**src/rtl/tt_sweep_capture.sv**
```systemverilog
`timescale 1ns/1ps
// Exhaustive minterm sweep of a single-output combinational netlist. It captures
// the netlist output into a truth table and scores it against a latched expected table.
module tt_sweep_capture #(
  parameter int NUM_PI = 4,
  parameter int LAT    = 0
) (
  input  logic                       clk,
  input  logic                       rst,
  input  logic                       start,
  input  logic [(1 << NUM_PI)-1:0]   exp_tt,
  output logic [NUM_PI-1:0]          pi,
  input  logic                       po,
  output logic                       busy,
  output logic                       done,
  output logic [(1 << NUM_PI)-1:0]   tt,
  output logic                       match,
  output logic [NUM_PI:0]            mism_cnt
);

  localparam int NT = 1 << NUM_PI;
  localparam logic [3:0]        LAT_C  = 4'(LAT);
  localparam logic [NUM_PI-1:0] M_LAST = NUM_PI'(NT - 1);
  localparam logic [NUM_PI:0]   CNT_MAX = (NUM_PI + 1)'(NT);

  typedef enum logic [1:0] {IDLE, SWEEP, DONE} state_t;

  state_t              state_q, state_d;
  logic [NUM_PI-1:0]   m_q, m_d;
  logic [3:0]          wcnt_q, wcnt_d;
  logic [NT-1:0]       exp_q, exp_d;
  logic [NT-1:0]       tt_q, tt_d;
  logic [NUM_PI:0]     mism_q, mism_d;
  logic                match_q, match_d;
  logic [NUM_PI-1:0]   pi_q, pi_d;

  // The counter can never legitimately exceed NT; holding at NT keeps it from wrapping.
  function automatic logic [NUM_PI:0] sat_inc(input logic [NUM_PI:0] v);
    return (v == CNT_MAX) ? v : v + 1'b1;
  endfunction

  always_comb begin
    state_d = state_q;
    m_d     = m_q;
    wcnt_d  = wcnt_q;
    exp_d   = exp_q;
    tt_d    = tt_q;
    mism_d  = mism_q;
    match_d = match_q;
    case (state_q)
      IDLE: begin
        if (start) begin
          state_d = SWEEP;
          m_d     = '0;
          wcnt_d  = '0;
          exp_d   = exp_tt;
          tt_d    = '0;
          mism_d  = '0;
          match_d = 1'b0;
        end
      end
      SWEEP: begin
        if (wcnt_q != LAT_C) begin
          wcnt_d = wcnt_q + 1'b1;
        end else begin
          // po is taken straight from the netlist on the edge that closes the settle window.
          tt_d[m_q] = po;
          if (po != exp_q[m_q]) mism_d = sat_inc(mism_q);
          if (m_q == M_LAST) begin
            state_d = DONE;
            match_d = (mism_d == '0);
            m_d     = '0;
            wcnt_d  = '0;
          end else begin
            m_d    = m_q + 1'b1;
            wcnt_d = '0;
          end
        end
      end
      DONE: begin
        state_d = IDLE;
      end
      default: begin
        state_d = IDLE;
      end
    endcase
    pi_d = (state_d == SWEEP) ? m_d : '0;
  end

  always_ff @(posedge clk) begin
    if (rst) begin
      state_q <= IDLE;
      m_q     <= '0;
      wcnt_q  <= '0;
      exp_q   <= '0;
      tt_q    <= '0;
      mism_q  <= '0;
      match_q <= 1'b0;
      pi_q    <= '0;
    end else begin
      state_q <= state_d;
      m_q     <= m_d;
      wcnt_q  <= wcnt_d;
      exp_q   <= exp_d;
      tt_q    <= tt_d;
      mism_q  <= mism_d;
      match_q <= match_d;
      pi_q    <= pi_d;
    end
  end

  assign pi       = pi_q;
  assign busy     = (state_q == SWEEP);
  assign done     = (state_q == DONE);
  assign tt       = tt_q;
  assign match    = match_q;
  assign mism_cnt = mism_q;

endmodule

```
**config.mk**
```make
export PLATFORM = sky130hd
export DESIGN_NAME = tt_sweep_capture
export DESIGN_NICKNAME = d
export VERILOG_FILES = /design/src/rtl/tt_sweep_capture.sv
export SDC_FILE = /design/constraint.sdc
export NUM_CORES = 1
export LEC_CHECK = 0
export BUFFER_PORTS_ARGS = -buffer_cell sky130_fd_sc_hd__buf_4
export CAP_MARGIN = 30
export CORE_AREA = 2 2 81 102
export DETAILED_ROUTE_END_ITERATION = 10
export DIE_AREA = 0 0 83 104
export GPL_TIMING_DRIVEN = 0
export PLACE_DENSITY = 0.65
export SYNTH_ARGS = -nofsm -noshare
export SYNTH_HDL_FRONTEND = slang
export SYNTH_SLANG_ARGS = --single-unit
```
**constraint.sdc**
```tcl
create_clock -name clk -period 2.8 [get_ports clk]
set_input_delay 0.56 -clock clk [delete_from_list [all_inputs] [get_ports clk]]
set_output_delay 0.56 -clock clk [all_outputs]
set_load 0.01 [all_outputs]
```
==> impl_metrics.json <==
{
  "status": "finished clean",
  "row_count": 36,
  "place_inst": 460,
  "crit_chain": "buf_8 > mux4_2 > mux2i_4 > mux2i_4 > nor3b_4 > or4_1 > a221o_1 > o31ai_2",
  "final_layout_size_suffix_gt1_share_pct": 20.0,
  "grt_start_max_net_pins": 18,
  "placed_area_um2": 3060,
  "fin_skew_ns": 0.0111,
  "synthXorXnorAreaFrac_pct": 1.68,
  "antenna_left": 0,
  "avgRoutedWirePerCell_um": 13.4,
  "synth_compound_area_share_pct": 20.6,
  "wirelength_um": 6280,
  "crit_arrival_ns": 2.93,
  "n_antenna_cell": 0,
  "numPortBuffers": 46,
  "cts_max_level": 2,
  "synthTopCellsByCount": "dfxtp_1 (52), nand2_1 (51), a21oi_1 (50)",
  "start_util_pct": 33.8,
  "track_usage_pct": 14.5,
  "whs_path_depth": 2,
  "p_leak_nw": 1.26,
  "rr_worst_depth": 8,
  "cts_made_buffers": 5,
  "layout.nets": 402,
  "synth_top_family_by_area": "simple AND/OR/NAND/NOR gates",
  "gp_congestion": 0.845,
  "path_delay_family": "multiplexers",
  "cts_root_buffer": "clkbuf_8",
  "netlist.area_leader.share_pct": 40.0,
  "cts_hold_buf": 0,
  "grt_pass1_vias": 2223,
  "synth_edf_count": 0,
  "fin_cells": 470,
  "synth.net_count": 347,
  "die_area_um2": 8630,
  "required_ns": 3.04,
  "power.density_nw_per_um2": 466,
  "layout_setup_ws_ns": 0.107,
  "grt_pass1_wl_um": 10400,
  "cp-start-kind": "register",
  "vdd_drop_max_uv": 260,
  "syn_to_final_growth_pct": 22.5,
  "synthCells": 319,
  "synthAdderAreaFrac_pct": 3.85,
  "slew_headroom_pct": 38.0,
  "grt_remaining_overflow": 0,
  "finalCriticalPeriod_ns": 2.69,
  "hold_violations": 0,
  "crit_buf_inv": 1,
  "finalCritPeriodShare_pct": 96.2,
  "die-width_um": 83,
  "worst_slew_pin_slew_ns": 0.927,
  "cp_common_cell": "mux2i_4",
  "final_max_slew_viol_count": 0,
  "avgSynthCellArea_um2": 8.15,
  "postLayoutCellArea_um2": 3190,
  "synthMuxAreaShare_pct": 6.30,
  "viasPerCell": 5.08,
  "yosys.area.top_type": "dfxtp_1",
  "critPathMaxStageDelay_ns": 0.51,
  "num_vias": 2387,
  "synth.most_common_cell": "dfxtp_1",
  "ios": 48,
  "syn_area_um2": 2600,
  "yosys.area_share.simple_pct": 22.3,
  "setup_viol": 0,
  "antenna_found_initial": 0,
  "insertion_delay_ns": 0.32,
  "slowest_stage": "mux4_2",
  "hold_path_class": "register to register",
  "max_freq_mhz": 371,
  "first_iter_violations": 72,
  "cp.depth": 8,
  "dieHeight_um": 104,
  "yosys_most_used_dff": "dfxtp_1",
  "drc": 0,
  "cts_buffer_depth": 2,
  "synth-seq-area-share_pct": 40.0,
  "synth_warnings": 0,
  "first_pass_iters": 4,
  "hold_slack_ns": 0.461,
  "endpoint_kind": "register",
  "post-dp-hpwl_um": 4760,
  "fin_setup_tns_ns": 0,
  "drv_cap": 0,
  "yosysUniqueCellTypes": 53,
  "clkTransAtPathRegs_ns": 0.10,
  "crit_path_max_fanout": 7,
  "rsz0062_at_grt": "false",
  "post-place-ws_ns": 0.0176,
  "cts.sinks": 52,
  "worstSetupPathType": "register to register",
  "yosys-top-cells-area": "dfxtp_1 (40%), a21oi_1 (9.6%), nand2_1 (7.4%)",
  "core_area_um2": 7700,
  "synth_seq_cells": 52,
  "synthArstFlopShare_pct": 0,
  "tritoncts": "built"
}
[worst min-delay path, stage by stage, from the launching register on]
cell and delay, ns:
dfxtp_1 0.32, nand2_1 0.05, a21oi_1 0.05
[sequential cells by signal, indices dropped and copies added (netlist names)]
register  flops
exp_q        16
tt           16
mism_cnt      5
m_q           4
pi            4
wcnt_q        4
state_q       2
match         1
[stage by stage]
| step | total power, mW | util [%] |
|---|---|---|
| 2_1_floorplan | 0.962 | - |
| 3_3_place_gp | 1.04 | 39.8 |
| 3_5_place_dp | 1.04 | 39.8 |
| 4_1_cts | 1.49 | 41.0 |
| 5_1_grt | 1.55 | 41.4 |
| 6_report | 1.48 | 41.4 |
[per-layer routing]
layer / share of wire, % / up-vias / wire length, um / global-route usage, %
met5: 0 / - / 0 / 0
met4: 2.6 / 0 / 163 / 6.44
met3: 4.2 / 11 / 261 / 2.46
met2: 50 / 59 / 3140 / 26.0
met1: 43 / 1098 / 2710 / 16.8
li1: - / 1219 / - / -
[power breakdown]
part / switching [mW] / leakage, nW / internal, mW
Combinational: 0.131 / 0.793 / 0.104
Sequential: 0.0276 / 0.423 / 0.767
Clock: 0.274 / 0.0485 / 0.180
[cell type report]
cell class | count | area [um2]
Timing Repair Buffer | 48 | 360
Inverter | 10 | 37.5
Clock buffer | 5 | 68.8
Sequential cell | 52 | 1040
Tap cell | 95 | 119
Buffer | 22 | 101
Fill cell | 805 | 4520
Clock inverter | 3 | 22.5
Multi-Input combinational cell | 235 | 1430
[cell families (layout without fill, tap and decap cells)]
family,Yosys count,count (layout)
buffers and inverters,32,88
AOI/OAI and AO/OA,92,92
xor gates and xnor gates,5,5
muxes,12,12
DFF,52,52
adders and majority gates,8,8
and+or+nand+nor,118,118
[cell usage in the layout (no fill, tap or decap), types with 6 or more instances in the layout]
master / count
a21oi_1: 50
buf_4: 49
clkbuf_1: 16
dfxtp_1: 51
ha_1: 8
inv_1: 9
mux2i_1: 6
nand2_1: 51
nand3_1: 8
nor2_1: 19
o21ai_0: 18
[final timing paths]
path / from / end / slack, ns
worst max register to register: m_q[1] / match / 0.11
worst min-delay path: exp_q[5] / exp_q[5] / 0.46
worst min register to register: exp_q[5] / exp_q[5] / 0.46
worst max-delay path: m_q[1] / match / 0.11
[timing repair]
item	4_1_cts	5_1_grt
gates resized for setup	1	4
hold endpoints to repair	0	0
buffers inserted	0	2
setup endpoints to repair	1	10
No activity file was read; power rests on OpenSTA's default activity.
